`src/rtl/sd_card_cmd_responder_if.sv`:
```
// ---------------------------------------------------------------------------
// sd_card_cmd_responder_if
// Signal bundle between the SD CMD-line responder and its surroundings.
//   cmd_from_host   host-driven CMD line (idle high)
//   card_status     status word returned in R1 responses
//   cmd_to_host     response bit onto the CMD line
//   cmd_to_host_oe  output enable for cmd_to_host
//   cmd_index       index of the last accepted frame
//   cmd_arg         argument of the last accepted frame
//   cmd_valid       pulse: good frame received
//   crc_error       pulse: CRC7 mismatch
//   frame_error     pulse: transmission or end bit wrong
//   resp_done       pulse: response end bit on the line
// master = host / card-logic side, slave = responder.
// ---------------------------------------------------------------------------
interface sd_card_cmd_responder_if;
   logic        cmd_from_host;
   logic [31:0] card_status;
   logic        cmd_to_host;
   logic        cmd_to_host_oe;
   logic [5:0]  cmd_index;
   logic [31:0] cmd_arg;
   logic        cmd_valid;
   logic        crc_error;
   logic        frame_error;
   logic        resp_done;

   modport master (
      output cmd_from_host, card_status,
      input  cmd_to_host, cmd_to_host_oe, cmd_index, cmd_arg,
             cmd_valid, crc_error, frame_error, resp_done
   );

   modport slave (
      input  cmd_from_host, card_status,
      output cmd_to_host, cmd_to_host_oe, cmd_index, cmd_arg,
             cmd_valid, crc_error, frame_error, resp_done
   );
endinterface

```
`src/rtl/sd_card_cmd_responder.sv`:
```
// ---------------------------------------------------------------------------
// sd_card_cmd_responder
// Card-side end of the SD CMD line. Receives 48-bit host command frames,
// checks transmission/end bits and CRC7, reports index/argument, and answers
// with a 48-bit R1-format response after an NCR-cycle gap.
//   sd_clk  card clock, all logic on its rising edge
//   rst_L   synchronous active-low reset
//   bus     sd_card_cmd_responder_if.slave (CMD line in/out, status, pulses)
//
// state | meaning
// IDLE  | line idle, waiting for a start bit (0)
// RECV  | shifting in frame bits 1..47
// CHECK | one cycle: validate frame, raise result pulse, preload response
// WAIT  | NCR gap, line released
// SEND  | driving the 48 response bits
// ---------------------------------------------------------------------------
module sd_card_cmd_responder #(
   parameter int         NCR        = 2,
   parameter logic [5:0] NORESP_IDX = 6'd0
) (
   input logic                      sd_clk,
   input logic                      rst_L,
   sd_card_cmd_responder_if.slave   bus
);

   typedef enum logic [2:0] {IDLE, RECV, CHECK, WAIT, SEND} state_t;

   state_t      state, state_nxt;
   logic [5:0]  bit_cnt;
   logic [6:0]  gap_cnt;
   logic [6:0]  crc_rx;
   logic [46:0] rx_sr;
   logic [47:0] tx_sr;
   logic [5:0]  cmd_index_q;
   logic [31:0] cmd_arg_q;
   logic        cmd_valid_q, crc_error_q, frame_error_q, resp_done_q;
   logic        cmd_out_q, cmd_oe_q;

   // CRC7, polynomial x^7 + x^3 + 1, one bit per step
   function automatic logic [6:0] crc7_step(input logic [6:0] c, input logic b);
      logic fb;
      fb = c[6] ^ b;
      return {c[5:3], c[2] ^ fb, c[1:0], fb};
   endfunction

   function automatic logic [6:0] crc7_40(input logic [39:0] d);
      logic [6:0] c;
      c = '0;
      for (int i = 39; i >= 0; i--) c = crc7_step(c, d[i]);
      return c;
   endfunction

   // rx_sr holds frame bits 1..47 once the end bit is in; bit 1 sits at [46]
   logic        rx_tx_bit, rx_end_bit, frame_bad, crc_bad, no_resp;
   logic [5:0]  rx_idx;
   logic [31:0] rx_arg;
   logic [6:0]  rx_crc;
   logic [39:0] resp_hdr;

   always_comb begin
      rx_tx_bit  = rx_sr[46];
      rx_idx     = rx_sr[45:40];
      rx_arg     = rx_sr[39:8];
      rx_crc     = rx_sr[7:1];
      rx_end_bit = rx_sr[0];
      frame_bad  = !rx_tx_bit || !rx_end_bit;
      crc_bad    = rx_crc != crc_rx;
      no_resp    = rx_idx == NORESP_IDX;
      resp_hdr   = {2'b00, rx_idx, bus.card_status};
   end

   always_comb begin
      state_nxt = state;
      case (state)
         IDLE:    if (!bus.cmd_from_host) state_nxt = RECV;
         RECV:    if (bit_cnt == 6'd47) state_nxt = CHECK;
         CHECK:   state_nxt = (frame_bad || crc_bad || no_resp) ? IDLE : WAIT;
         WAIT:    if (gap_cnt == 7'd0) state_nxt = SEND;
         SEND:    if (bit_cnt == 6'd47) state_nxt = IDLE;
         default: state_nxt = IDLE;
      endcase
   end

   always_ff @(posedge sd_clk) begin
      if (!rst_L) begin
         state         <= IDLE;
         bit_cnt       <= '0;
         gap_cnt       <= '0;
         crc_rx        <= '0;
         rx_sr         <= '0;
         tx_sr         <= '0;
         cmd_index_q   <= '0;
         cmd_arg_q     <= '0;
         cmd_valid_q   <= 1'b0;
         crc_error_q   <= 1'b0;
         frame_error_q <= 1'b0;
         resp_done_q   <= 1'b0;
         cmd_out_q     <= 1'b1;
         cmd_oe_q      <= 1'b0;
      end else begin
         state         <= state_nxt;
         cmd_valid_q   <= 1'b0;
         crc_error_q   <= 1'b0;
         frame_error_q <= 1'b0;
         resp_done_q   <= 1'b0;
         case (state)
            IDLE: begin
               if (!bus.cmd_from_host) begin
                  bit_cnt <= 6'd1;
                  rx_sr   <= '0;
                  crc_rx  <= crc7_step(7'd0, bus.cmd_from_host);
               end
            end
            RECV: begin
               rx_sr <= {rx_sr[45:0], bus.cmd_from_host};
               if (bit_cnt <= 6'd39) crc_rx <= crc7_step(crc_rx, bus.cmd_from_host);
               if (bit_cnt != 6'd47) bit_cnt <= bit_cnt + 6'd1;
            end
            CHECK: begin
               bit_cnt <= '0;
               if (frame_bad) begin
                  frame_error_q <= 1'b1;
               end else if (crc_bad) begin
                  crc_error_q <= 1'b1;
               end else begin
                  cmd_valid_q <= 1'b1;
                  cmd_index_q <= rx_idx;
                  cmd_arg_q   <= rx_arg;
                  if (!no_resp) begin
                     tx_sr   <= {resp_hdr, crc7_40(resp_hdr), 1'b1};
                     // the CHECK cycle counts as the first gap cycle
                     gap_cnt <= 7'(NCR - 1);
                  end
               end
            end
            WAIT: begin
               if (gap_cnt == 7'd0) begin
                  cmd_oe_q  <= 1'b1;
                  cmd_out_q <= tx_sr[47];
                  tx_sr     <= {tx_sr[46:0], 1'b0};
                  bit_cnt   <= '0;
               end else begin
                  gap_cnt <= gap_cnt - 7'd1;
               end
            end
            SEND: begin
               if (bit_cnt == 6'd47) begin
                  cmd_oe_q  <= 1'b0;
                  cmd_out_q <= 1'b1;
                  bit_cnt   <= '0;
               end else begin
                  cmd_out_q   <= tx_sr[47];
                  tx_sr       <= {tx_sr[46:0], 1'b0};
                  bit_cnt     <= bit_cnt + 6'd1;
                  resp_done_q <= (bit_cnt == 6'd46);
               end
            end
            default: ;
         endcase
      end
   end

   assign bus.cmd_to_host    = cmd_out_q;
   assign bus.cmd_to_host_oe = cmd_oe_q;
   assign bus.cmd_index      = cmd_index_q;
   assign bus.cmd_arg        = cmd_arg_q;
   assign bus.cmd_valid      = cmd_valid_q;
   assign bus.crc_error      = crc_error_q;
   assign bus.frame_error    = frame_error_q;
   assign bus.resp_done      = resp_done_q;

endmodule

```
`src/flat_wrapper.sv`:
```
// flat-port wrapper written by rule: the top's interface ports become plain ports
module sd_card_cmd_responder_flat 
#(
   parameter int         NCR        = 2,
   parameter logic [5:0] NORESP_IDX = 6'd0
)
  (sd_clk, rst_L, bus_cmd_from_host, bus_card_status, bus_cmd_to_host, bus_cmd_to_host_oe, bus_cmd_index, bus_cmd_arg, bus_cmd_valid, bus_crc_error, bus_frame_error, bus_resp_done);
  sd_card_cmd_responder_if bus_i ();
  input logic sd_clk;
  input logic rst_L;
  input wire logic [$bits(bus_i.cmd_from_host)-1:0] bus_cmd_from_host;
  input wire logic [$bits(bus_i.card_status)-1:0] bus_card_status;
  output wire logic [$bits(bus_i.cmd_to_host)-1:0] bus_cmd_to_host;
  output wire logic [$bits(bus_i.cmd_to_host_oe)-1:0] bus_cmd_to_host_oe;
  output wire logic [$bits(bus_i.cmd_index)-1:0] bus_cmd_index;
  output wire logic [$bits(bus_i.cmd_arg)-1:0] bus_cmd_arg;
  output wire logic [$bits(bus_i.cmd_valid)-1:0] bus_cmd_valid;
  output wire logic [$bits(bus_i.crc_error)-1:0] bus_crc_error;
  output wire logic [$bits(bus_i.frame_error)-1:0] bus_frame_error;
  output wire logic [$bits(bus_i.resp_done)-1:0] bus_resp_done;
  assign bus_i.cmd_from_host = bus_cmd_from_host;
  assign bus_i.card_status = bus_card_status;
  assign bus_cmd_to_host = bus_i.cmd_to_host;
  assign bus_cmd_to_host_oe = bus_i.cmd_to_host_oe;
  assign bus_cmd_index = bus_i.cmd_index;
  assign bus_cmd_arg = bus_i.cmd_arg;
  assign bus_cmd_valid = bus_i.cmd_valid;
  assign bus_crc_error = bus_i.crc_error;
  assign bus_frame_error = bus_i.frame_error;
  assign bus_resp_done = bus_i.resp_done;
  sd_card_cmd_responder #(.NCR(NCR), .NORESP_IDX(NORESP_IDX)) u_core (.sd_clk(sd_clk), .rst_L(rst_L), .bus(bus_i));
endmodule
```
`config.mk`:
```
export PLATFORM = sky130hd
export DESIGN_NAME = sd_card_cmd_responder_flat
export DESIGN_NICKNAME = d
export VERILOG_FILES = /design/src/rtl/sd_card_cmd_responder_if.sv /design/src/rtl/sd_card_cmd_responder.sv /design/src/flat_wrapper.sv
export SDC_FILE = /design/constraint.sdc
export NUM_CORES = 1
export LEC_CHECK = 0
export ABC_AREA = 0
export CORE_ASPECT_RATIO = 1.75
export CORE_MARGIN = 2
export CORE_UTILIZATION = 55
export DETAILED_ROUTE_END_ITERATION = 6
export DONT_BUFFER_PORTS = 1
export PLACE_DENSITY = 0.74
export SLEW_MARGIN = 0
export SYNTH_ARGS = -nofsm -noshare
export SYNTH_HDL_FRONTEND = slang
export SYNTH_SLANG_ARGS = --single-unit
```
`constraint.sdc`:
```
create_clock -name sd_clk -period 2.8 [get_ports sd_clk]
set_input_delay 0.14 -clock sd_clk [delete_from_list [all_inputs] [get_ports sd_clk]]
set_output_delay 0.14 -clock sd_clk [all_outputs]
set_load 0.1 [all_outputs]
```
==> flow_metrics.env, run 1 <==
export IMPL_status="completed"
export IMPL_whs_ns=0.0292
export IMPL_rr_startpoint="u_core.rx_sr[41]"
export IMPL_p_leak_nw=3.30
export IMPL_area_delta_synth_final_pct=16.8
export IMPL_gp_congestion=0.891
export IMPL_yosys_warnings=0
export IMPL_die_x_um=91.8
export IMPL_fill_cells=1074
export IMPL_synth_nets=839
export IMPL_cts_root_buf="clkbuf_16"
export IMPL_ios=79
export IMPL_synth_adder_area_share_pct=0.674
export IMPL_worstPathMaxFanout=7
export IMPL_antenna_left=0
export IMPL_r2r_end="u_core.tx_sr[2]"
export IMPL_multi_input_area_um2=3900
export IMPL_maxSlewHeadroom_pct=33.9
export IMPL_final_area_um2=8680
export IMPL_r2r_slack_ns=0.18
export IMPL_synth_seq_cells=162
export IMPL_wirelength_um=17000
export IMPL_die_area_um2=14500
export IMPL_register_area_um2=3240
export IMPL_ys_flop_type="dfxtp_1"
export IMPL_synth_simple_gate_area_share_pct=17.0
export IMPL_whs_endpoint="u_core.tx_sr[1]"
export IMPL_min_period_ns=2.62
export IMPL_cts_buffer_depth=2
export IMPL_met3_usage_pct=6.00
export IMPL_critPathArrivalTime_ns=2.89
export IMPL_die_h_um=158
export IMPL_synth_compound_area_share_pct=13.5
export IMPL_drt_pass1_iterations=5
export IMPL_clock_sinks=162
export IMPL_met2_usage_pct=44.0
export IMPL_post_place_ws_ns=0.246
export IMPL_vias=5834
export IMPL_place_area_um2=7720
export IMPL_synth_top_family_by_area="simple AND/OR/NAND/NOR gates"
export IMPL_synth_area_mux_share_pct=5.81
export IMPL_rsz0062_at_grt="false"
export IMPL_setup_violations=0
export IMPL_htreeDepth=4
export IMPL_antenna_found_initial=0
export IMPL_diodes=0
export IMPL_path_clk_slew_ns=0.07
export IMPL_initial_core_util_pct=55.8
export IMPL_slew_violations=0
export IMPL_viasPerCell=5.76
export IMPL_drc=0
export IMPL_grt_usage_pct=24.1
export IMPL_finalWorstSetupSlack_ns=0.185
export IMPL_skew_ns=0.0111
export IMPL_path_class="reg -> reg"
export IMPL_grt_pass1_vias=5987
export IMPL_final_hold_violation_count=0
export IMPL_drive_above_1_share_pct=11.1
export IMPL_hold_path_depth=3
export IMPL_p_sw_share_pct=27.0
export IMPL_cts_tree="built"
export IMPL_synth_edff_count=0
export IMPL_grt_pass1_wl_um=28200
export IMPL_fin_crit_sh_pct=93.4
export IMPL_crit_required_ns=3.07
export IMPL_power_switching_w=0.00158
export IMPL_grt_util_met1_pct=26.0
export IMPL_rows=56
export IMPL_synth_xor_xnor_area_share_pct=15.1
export IMPL_p_per_area_nw_per_um2=676
export IMPL_hold_path_class="in -> reg"
export IMPL_post_cts_buffers=0
export IMPL_final_common_cell="dfxtp_1"
export IMPL_max_freq_mhz=382
export IMPL_setup_worst_path_start="u_core.rx_sr[41]"
export IMPL_maxCapViolations=0
export IMPL_drt_iter0_drc=400
export IMPL_netlist_area_um2=7430
export IMPL_port_buffers=0
export IMPL_async_flop_share_pct=0
export IMPL_ys_types=58
export IMPL_seq_power_share_pct=41.6
export IMPL_yosysSeqAreaShare_pct=43.7
export IMPL_cell_internal_pwr_w=0.00428
export IMPL_avgRoutedWirePerCell_um=16.8
export IMPL_core_um2=13300
export IMPL_power_frac_clock_pct=40.8
export IMPL_setup_tns_ns=0
export IMPL_grt_max_degree=63
export IMPL_syn_avg_cell_area_um2=9.28
export IMPL_cp_end_kind="register"
export IMPL_grt_ovfl_total=0
export IMPL_ir_drop_uv=486
export IMPL_cts_buffers=17
export IMPL_p_comb_share_pct=17.6
export IMPL_mostFrequentLayoutCells="dfxtp_1 (162), nor2_1 (147), nand2_1 (102), a22oi_1 (46), mux2i_1 (42)"
export IMPL_syn_inst=800
export IMPL_clkLatencyLatePin_ns=0.42
export IMPL_top_usage_layer="met2"
export IMPL_min_from="rst_L"
export IMPL_hpwl_um=11300
export IMPL_worstSetupStartpointType="register"
export IMPL_tightest_slew_ns=0.990
export IMPL_worstRegToRegCells=6
export IMPL_num_nets_final=864
==> critical path, cell delays in order, from the launching register on <==
cell	delay (ns)
dfxtp_1	0.51
xnor3_2	0.58
xnor3_1	0.52
xnor3_1	0.29
xor2_1	0.19
a32oi_1	0.27
a21oi_1	0.12
==> per-layer routing <==
metal	vias to the layer above	share of wire, %
li1	2827	-
met1	2801	38
met2	169	54
met3	37	5.3
met4	0	2.7
met5	-	0
==> cell usage after synthesis, types with 6 or more instances <==
master / number / area share, %
dfxtp_1: 162 / 44
nor2_1: 147 / 7.4
nand2_1: 102 / 5.2
a22oi_1: 46 / 4.6
clkbuf_1: 46 / 2.3
mux2i_1: 42 / 5.7
a311oi_1: 38 / 4.5
xor2_1: 24 / 2.8
a21oi_1: 22 / 1.5
xnor2_1: 18 / 2.1
xnor3_1: 14 / 4.2
buf_2: 11 / 0.74
inv_1: 11 / 0.56
nand3_1: 10 / 0.67
nor3_1: 9 / 0.61
a211oi_1: 6 / 0.61
o21ai_0: 6 / 0.40
==> area by class of cell <==
type,count,area share (%)
repair buffers,69,7.53
flip-flops and latches,162,37.4
clock buffers,17,4.90
clock inverters,15,2.16
multi-input cells,563,45.0
inverters,12,0.548
well taps,174,2.51
==> timing repair <==
item	CTS	global route
hold buffers	34	0
endpoints found under the setup margin	0	0
gates resized for setup	0	0
hold endpoints to repair	51	0
==> sequential cells by signal, indices dropped and copies added, names as in the netlist, 3 cells and up <==
signal	flops
u_core.bit_cnt	6
u_core.bus.cmd_arg	32
u_core.bus.cmd_index	6
u_core.crc_rx	7
u_core.gap_cnt	7
u_core.rx_sr	47
u_core.state	3
u_core.tx_sr	48
==> power groups by stage <==
stage / Combinational [W] / Clock, W / Sequential (W)
floorplan: 0.000822 / 0 / 0.00247
global placement: 0.000950 / 0 / 0.00249
detailed placement: 0.000984 / 0 / 0.00249
CTS: 0.00103 / 0.00243 / 0.00244
global route: 0.00111 / 0.00252 / 0.00245
finish: 0.00103 / 0.00239 / 0.00244
==> kinds of logic (layout without fill, tap and decap cells) <==
| family | Yosys count | count (layout) |
|---|---|---|
| buf+inv | 75 | 113 |
| simple gates | 303 | 303 |
| flops | 162 | 162 |
| fa+ha+maj | 4 | 4 |
| mux | 43 | 43 |
| compound gates | 137 | 137 |
| xor+xnor | 76 | 76 |
==> worst max path at each step <==
stage,end,slack (ns),depth (start not counted)
after detailed placement,u_core.tx_sr[2],0.25,6
after global routing,u_core.tx_sr[44],0.01,9
final,u_core.tx_sr[2],0.18,6
after CTS,u_core.tx_sr[1],0.21,9
after floorplan,u_core.tx_sr[3],0.55,7
after global placement,u_core.tx_sr[2],0.29,6
==> metrics by stage <==
| step | util (%) | instances | power [W] |
|---|---|---|---|
| final | 65.2 | 1012 | 0.00587 |
| after global routing | 65.2 | 1012 | 0.00608 |
| after CTS | 65.2 | 1012 | 0.00590 |
| after detailed placement | 58.0 | 946 | 0.00347 |
| after global placement | 58.0 | 946 | 0.00344 |
| after floorplan | - | 800 | 0.00330 |
Power figures use the tool's default switching activity.
==> run 2: changes to the inputs <==
--- a/config.mk
+++ b/config.mk
@@ -6,12 +6,13 @@
 export NUM_CORES = 1
 export LEC_CHECK = 0
 export ABC_AREA = 0
-export CORE_ASPECT_RATIO = 1.75
+export CORE_ASPECT_RATIO = 0.9
 export CORE_MARGIN = 2
 export CORE_UTILIZATION = 55
 export DETAILED_ROUTE_END_ITERATION = 6
 export DONT_BUFFER_PORTS = 1
 export PLACE_DENSITY = 0.74
+export SKIP_CTS_REPAIR_TIMING = 1
 export SLEW_MARGIN = 0
 export SYNTH_ARGS = -nofsm -noshare
 export SYNTH_HDL_FRONTEND = slang
==> run 2 against run 1 <==
Net effect: via count is 0.67% higher; clock skew is 0.00056 ns higher; combinational power hardly changed; utilization is 0.87 points higher; total power is 2.0% lower; setup slack better by 0.059 ns; sequential share of layout area is 0.35 points lower; non-clock buffer count is 15 higher; cell count is 0.89% higher; worst hold slack worse by 0.026 ns; cell area is 0.95% higher.
==> flow_metrics.env, run 2 (synthesized netlist as in run 1, its figures left out) <==
export IMPL_initial_core_util_pct=56.0
export IMPL_gp_congestion=0.819
export IMPL_grt_pass1_wl_um=26900
export IMPL_power_frac_clock_pct=39.6
export IMPL_cts_tree="built"
export IMPL_setup_tns_ns=0
export IMPL_area_delta_synth_final_pct=17.9
export IMPL_port_buffers=0
export IMPL_cts_buffers=17
export IMPL_grt_ovfl_total=0
export IMPL_hpwl_um=11200
export IMPL_ios=79
export IMPL_slowest_stage="dfxtp_1"
export IMPL_wirelength_um=17400
export IMPL_worstSetupStartpointType="register"
export IMPL_grt_pass1_vias=5418
export IMPL_core_um2=13300
export IMPL_cpMostUsedCell="xnor3_2"
export IMPL_path_clk_slew_ns=0.07
export IMPL_die_area_um2=14500
export IMPL_viasPerCell=5.75
export IMPL_maxSlewHeadroom_pct=33.4
export IMPL_worstRegToRegCells=6
export IMPL_skew_ns=0.0116
export IMPL_crit_family="XOR/XNOR gates"
export IMPL_rows=40
export IMPL_p_leak_nw=3.37
export IMPL_crit_buf_inv=0
export IMPL_rr_startpoint="u_core.rx_sr[40]"
export IMPL_min_from="rst_L"
export IMPL_slowest_delay_ns=0.56
export IMPL_critPathArrivalTime_ns=2.91
export IMPL_drc=0
export IMPL_cts_root_buf="clkbuf_16"
export IMPL_clkLatencyLatePin_ns=0.43
export IMPL_ir_drop_uv=532
export IMPL_final_hold_violation_count=0
export IMPL_die_h_um=114
export IMPL_path_class="reg -> reg"
export IMPL_seq_power_share_pct=42.5
export IMPL_p_comb_share_pct=17.9
export IMPL_cell_internal_pwr_w=0.00422
export IMPL_clock_sinks=162
export IMPL_die_x_um=126
export IMPL_largest_register="u_core.tx_sr"
export IMPL_max_freq_mhz=391
export IMPL_antenna_left=0
export IMPL_drt_pass1_iterations=5
export IMPL_maxCapViolations=0
export IMPL_grt_max_degree=85
export IMPL_layout_cells_non_filler=1021
export IMPL_drive_above_1_share_pct=12.5
export IMPL_setup_worst_path_start="u_core.rx_sr[40]"
export IMPL_vias=5873
export IMPL_p_per_area_nw_per_um2=657
export IMPL_min_period_ns=2.56
export IMPL_status="completed"
export IMPL_cts_buffer_depth=2
export IMPL_setup_violations=0
export IMPL_htreeDepth=4
export IMPL_final_common_cell="dfxtp_1"
export IMPL_p_sw_share_pct=26.7
export IMPL_mostFrequentLayoutCells="dfxtp_1 (162), nor2_1 (147), nand2_1 (102), a22oi_1 (46), buf_4 (45)"
export IMPL_tightest_slew_ns=0.997
export IMPL_grt_usage_pct=23.1
export IMPL_worstPathMaxFanout=4
export IMPL_crit_path_cell_trace="xor2_4, xnor3_2, xor2_2, xnor3_2, xnor3_1, o2bb2ai_1"
export IMPL_crit_required_ns=3.15
export IMPL_slew_violations=0
export IMPL_whs_ns=0.00359
export IMPL_cp_depth=6
export IMPL_num_nets_final=879
export IMPL_avgRoutedWirePerCell_um=17.0
export IMPL_antenna_found_initial=0
export IMPL_post_place_ws_ns=0.252
export IMPL_cp_end_kind="register"
export IMPL_place_inst=955
export IMPL_power_switching_w=0.00153
export IMPL_hold_path_depth=3
export IMPL_finalWorstSetupSlack_ns=0.244
export IMPL_drt_iter0_drc=633
export IMPL_fin_crit_sh_pct=91.3
export IMPL_diodes=0
export IMPL_hold_path_class="in -> reg"
export IMPL_largest_reg_flops=48
export IMPL_rsz0062_at_grt="false"
## run 2: cell count changes in the layout (fill, tap and decap cells not counted), sizes merged
cell      before  now
clkbuf        17   20
clkinv         1    3
buf           35   50
clkinvlp       3    2
inv           21   18
bufinv         2    1
## run 2: final timing paths
| path | endpoint | slack, ns |
|---|---|---|
| max | u_core.tx_sr[7] | 0.24 |
| min | u_core.tx_sr[1] | 0.004 |
| max reg2reg | u_core.tx_sr[7] | 0.24 |
| min reg2reg | u_core.tx_sr[2] | 0.48 |
## run 2: worst register-to-register path, cell delays in order, from the launching register on
cell	delay, ns
dfxtp_1	0.56
xor2_4	0.21
xnor3_2	0.40
xor2_2	0.26
xnor3_2	0.51
xnor3_1	0.38
o2bb2ai_1	0.17
## run 2: final cells by class
cell class | count | area, um^2
clock buffers | 20 | 457
well taps | 168 | 210
clock inverters | 12 | 121
repair buffers | 84 | 778
multi-input cells | 563 | 3900
inverters | 12 | 47.5
flip-flops and latches | 162 | 3240
fillers | 970 | 4500
## run 2: routing by layer
| metal | up-vias | share of wire, % | GRT usage, % |
|---|---|---|---|
| met3 | 21 | 6.2 | 6.45 |
| met1 | 2832 | 45 | 31.0 |
| met4 | 0 | 1.1 | 8.50 |
| met5 | - | 0 | 0 |
| met2 | 184 | 47 | 36.0 |
| li1 | 2836 | - | - |
## run 2: power by group through the flow
stage / Sequential (W) / Combinational (W) / Clock, W
floorplan: 0.00247 / 0.000822 / 0
global placement: 0.00249 / 0.000948 / 0
detailed placement: 0.00249 / 0.000974 / 0
CTS: 0.00244 / 0.000980 / 0.00231
global route: 0.00245 / 0.00111 / 0.00240
finish: 0.00244 / 0.00103 / 0.00228
## run 2: per-stage QoR
stage	util [%]	area [um^2]	power [W]
5_1_grt	66.0	8760	0.00596
2_1_floorplan	-	7430	0.00330
4_1_cts	63.5	8420	0.00573
3_5_place_dp	59.1	7840	0.00346
6_report	66.0	8760	0.00575
3_3_place_gp	59.1	7840	0.00343
==> run 3: changes to the inputs <==
--- a/config.mk
+++ b/config.mk
@@ -11,9 +11,11 @@
 export CORE_UTILIZATION = 55
 export DETAILED_ROUTE_END_ITERATION = 6
 export DONT_BUFFER_PORTS = 1
+export HOLD_SLACK_MARGIN = 0.05
 export PLACE_DENSITY = 0.74
 export SKIP_CTS_REPAIR_TIMING = 1
 export SLEW_MARGIN = 0
 export SYNTH_ARGS = -nofsm -noshare
 export SYNTH_HDL_FRONTEND = slang
 export SYNTH_SLANG_ARGS = --single-unit
+export TNS_END_PERCENT = 20
==> run 3 against run 2 <==
Net effect: worst hold slack better by 0.059 ns; largest cell class unchanged; first-iteration DRC count is 11% higher; utilization stayed put; via count is 0.51% lower; critical path type unchanged; cell count stayed put.
==> flow_metrics.env, run 3 (synthesized netlist as in run 1, its figures left out) <==
export IMPL_cpMostUsedCell="xnor3_2"
export IMPL_max_freq_mhz=393
export IMPL_cts_tree="built"
export IMPL_cts_buffer_depth=2
export IMPL_cp_end_kind="register"
export IMPL_p_per_area_nw_per_um2=656
export IMPL_antenna_found_initial=0
export IMPL_slowest_delay_ns=0.55
export IMPL_setup_violations=0
export IMPL_path_clk_slew_ns=0.07
export IMPL_hpwl_um=11200
export IMPL_slowest_stage="dfxtp_1"
export IMPL_port_buffers=0
export IMPL_crit_required_ns=3.15
export IMPL_area_delta_synth_final_pct=17.9
export IMPL_r2r_slack_ns=0.25
export IMPL_viasPerCell=5.72
export IMPL_final_common_cell="dfxtp_1"
export IMPL_cts_buffers=17
export IMPL_die_area_um2=14500
export IMPL_initial_core_util_pct=56.0
export IMPL_gp_congestion=0.819
export IMPL_rr_startpoint="u_core.rx_sr[40]"
export IMPL_drc=0
export IMPL_die_h_um=114
export IMPL_largest_reg_flops=48
export IMPL_worstPathMaxFanout=4
export IMPL_drt_iter0_drc=701
export IMPL_drive_above_1_share_pct=12.5
export IMPL_avgRoutedWirePerCell_um=16.9
export IMPL_critPathArrivalTime_ns=2.90
export IMPL_htreeDepth=4
export IMPL_final_hold_violation_count=0
export IMPL_drt_pass1_iterations=5
export IMPL_clock_sinks=162
export IMPL_setup_tns_ns=0
export IMPL_antenna_left=0
export IMPL_rows=40
export IMPL_register_area_um2=3240
export IMPL_fill_cells=970
export IMPL_setup_worst_path_start="u_core.rx_sr[40]"
export IMPL_fin_crit_sh_pct=91.0
export IMPL_num_nets_final=879
export IMPL_status="completed"
export IMPL_whs_ns=0.0631
export IMPL_clkLatencyLatePin_ns=0.43
export IMPL_mostFrequentLayoutCells="dfxtp_1 (162), nor2_1 (147), nand2_1 (102), a22oi_1 (46), buf_4 (45)"
export IMPL_ios=79
export IMPL_r2r_end="u_core.tx_sr[7]"
export IMPL_worstSetupStartpointType="register"
export IMPL_largest_register="u_core.tx_sr"
export IMPL_worstRegToRegCells=6
export IMPL_diodes=0
export IMPL_hold_path_class="in -> reg"
export IMPL_cts_root_buf="clkbuf_16"
export IMPL_core_um2=13300
export IMPL_grt_max_degree=85
export IMPL_p_leak_nw=3.37
export IMPL_crit_path_cell_trace="xor2_4, xnor3_2, xor2_2, xnor3_2, xnor3_1, o2bb2ai_1"
export IMPL_grt_pass1_wl_um=26900
export IMPL_endpoint="u_core.tx_sr[7]"
export IMPL_min_period_ns=2.55
export IMPL_ir_drop_uv=535
export IMPL_path_class="reg -> reg"
export IMPL_vias=5843
export IMPL_slew_violations=0
export IMPL_multi_input_area_um2=3900
export IMPL_wirelength_um=17300
export IMPL_grt_pass1_vias=5418
export IMPL_min_from="bus_cmd_from_host"
export IMPL_tightest_slew_ns=0.998
export IMPL_die_x_um=126
export IMPL_maxCapViolations=0
export IMPL_grt_usage_pct=23.1
export IMPL_maxSlewHeadroom_pct=33.4
export IMPL_grt_ovfl_total=0
export IMPL_skew_ns=0.0113
export IMPL_rsz0062_at_grt="false"
## run 3: worst max-delay path: cells and delay by family, from the launching register on
kind	cells	cell delay [ns]
AO/OA/AOI/OAI	1	0.17
XOR/XNOR	5	1.75
flip-flops	1	0.55
## run 3: worst min-delay path by stage
stage	end	slack, ns	depth (start not counted)
after floorplan	u_core.tx_sr[10]	0.30	2
after global placement	u_core.bus.cmd_to_host	0.22	1
after detailed placement	u_core.bus.cmd_to_host	0.23	1
after CTS	u_core.bus.cmd_to_host	-0.22	1
after global routing	u_core.crc_rx[0]	0.09	3
final	u_core.crc_rx[0]	0.06	3
## run 3: per-stage QoR
stage          util [%]  cells  total power, W  setup slack (ns)  cell area (um^2)
2_1_floorplan         -    800         0.00330             0.549              7430
6_report           66.0   1021         0.00575             0.252              8760
3_5_place_dp       59.1    955         0.00346             0.252              7840
4_1_cts            63.5    987         0.00573             0.232              8420
3_3_place_gp       59.1    955         0.00343             0.272              7840
5_1_grt            66.0   1021         0.00596            0.0963              8760
## run 3: report_power, final
| part | switching, W | internal, W | total (W) | leakage, nW |
|---|---|---|---|---|
| clock network | 0.000980 | 0.00129 | 0.00227 | 0.282 |
| registers | 0.0000611 | 0.00238 | 0.00244 | 1.31 |
| logic | 0.000489 | 0.000542 | 0.00103 | 1.78 |
## run 3: layer usage
metal  wire, um  vias to the layer above  global-route usage, %
met5          0                        -                      0
met4        179                        0                   8.50
met3       1080                       19                   6.45
met2       8220                      182                   36.0
met1       7790                     2801                   31.0
li1           -                     2841                      -
## run 3: final cells by class
| type | instances | share of cell area, % |
|---|---|---|
| Multi-Input combinational cell | 563 | 44.5 |
| Sequential cell | 162 | 37.0 |
| Timing Repair Buffer | 84 | 8.89 |
| Clock buffer | 20 | 5.21 |
| Tap cell | 168 | 2.40 |
| Clock inverter | 12 | 1.39 |
| Inverter | 12 | 0.543 |
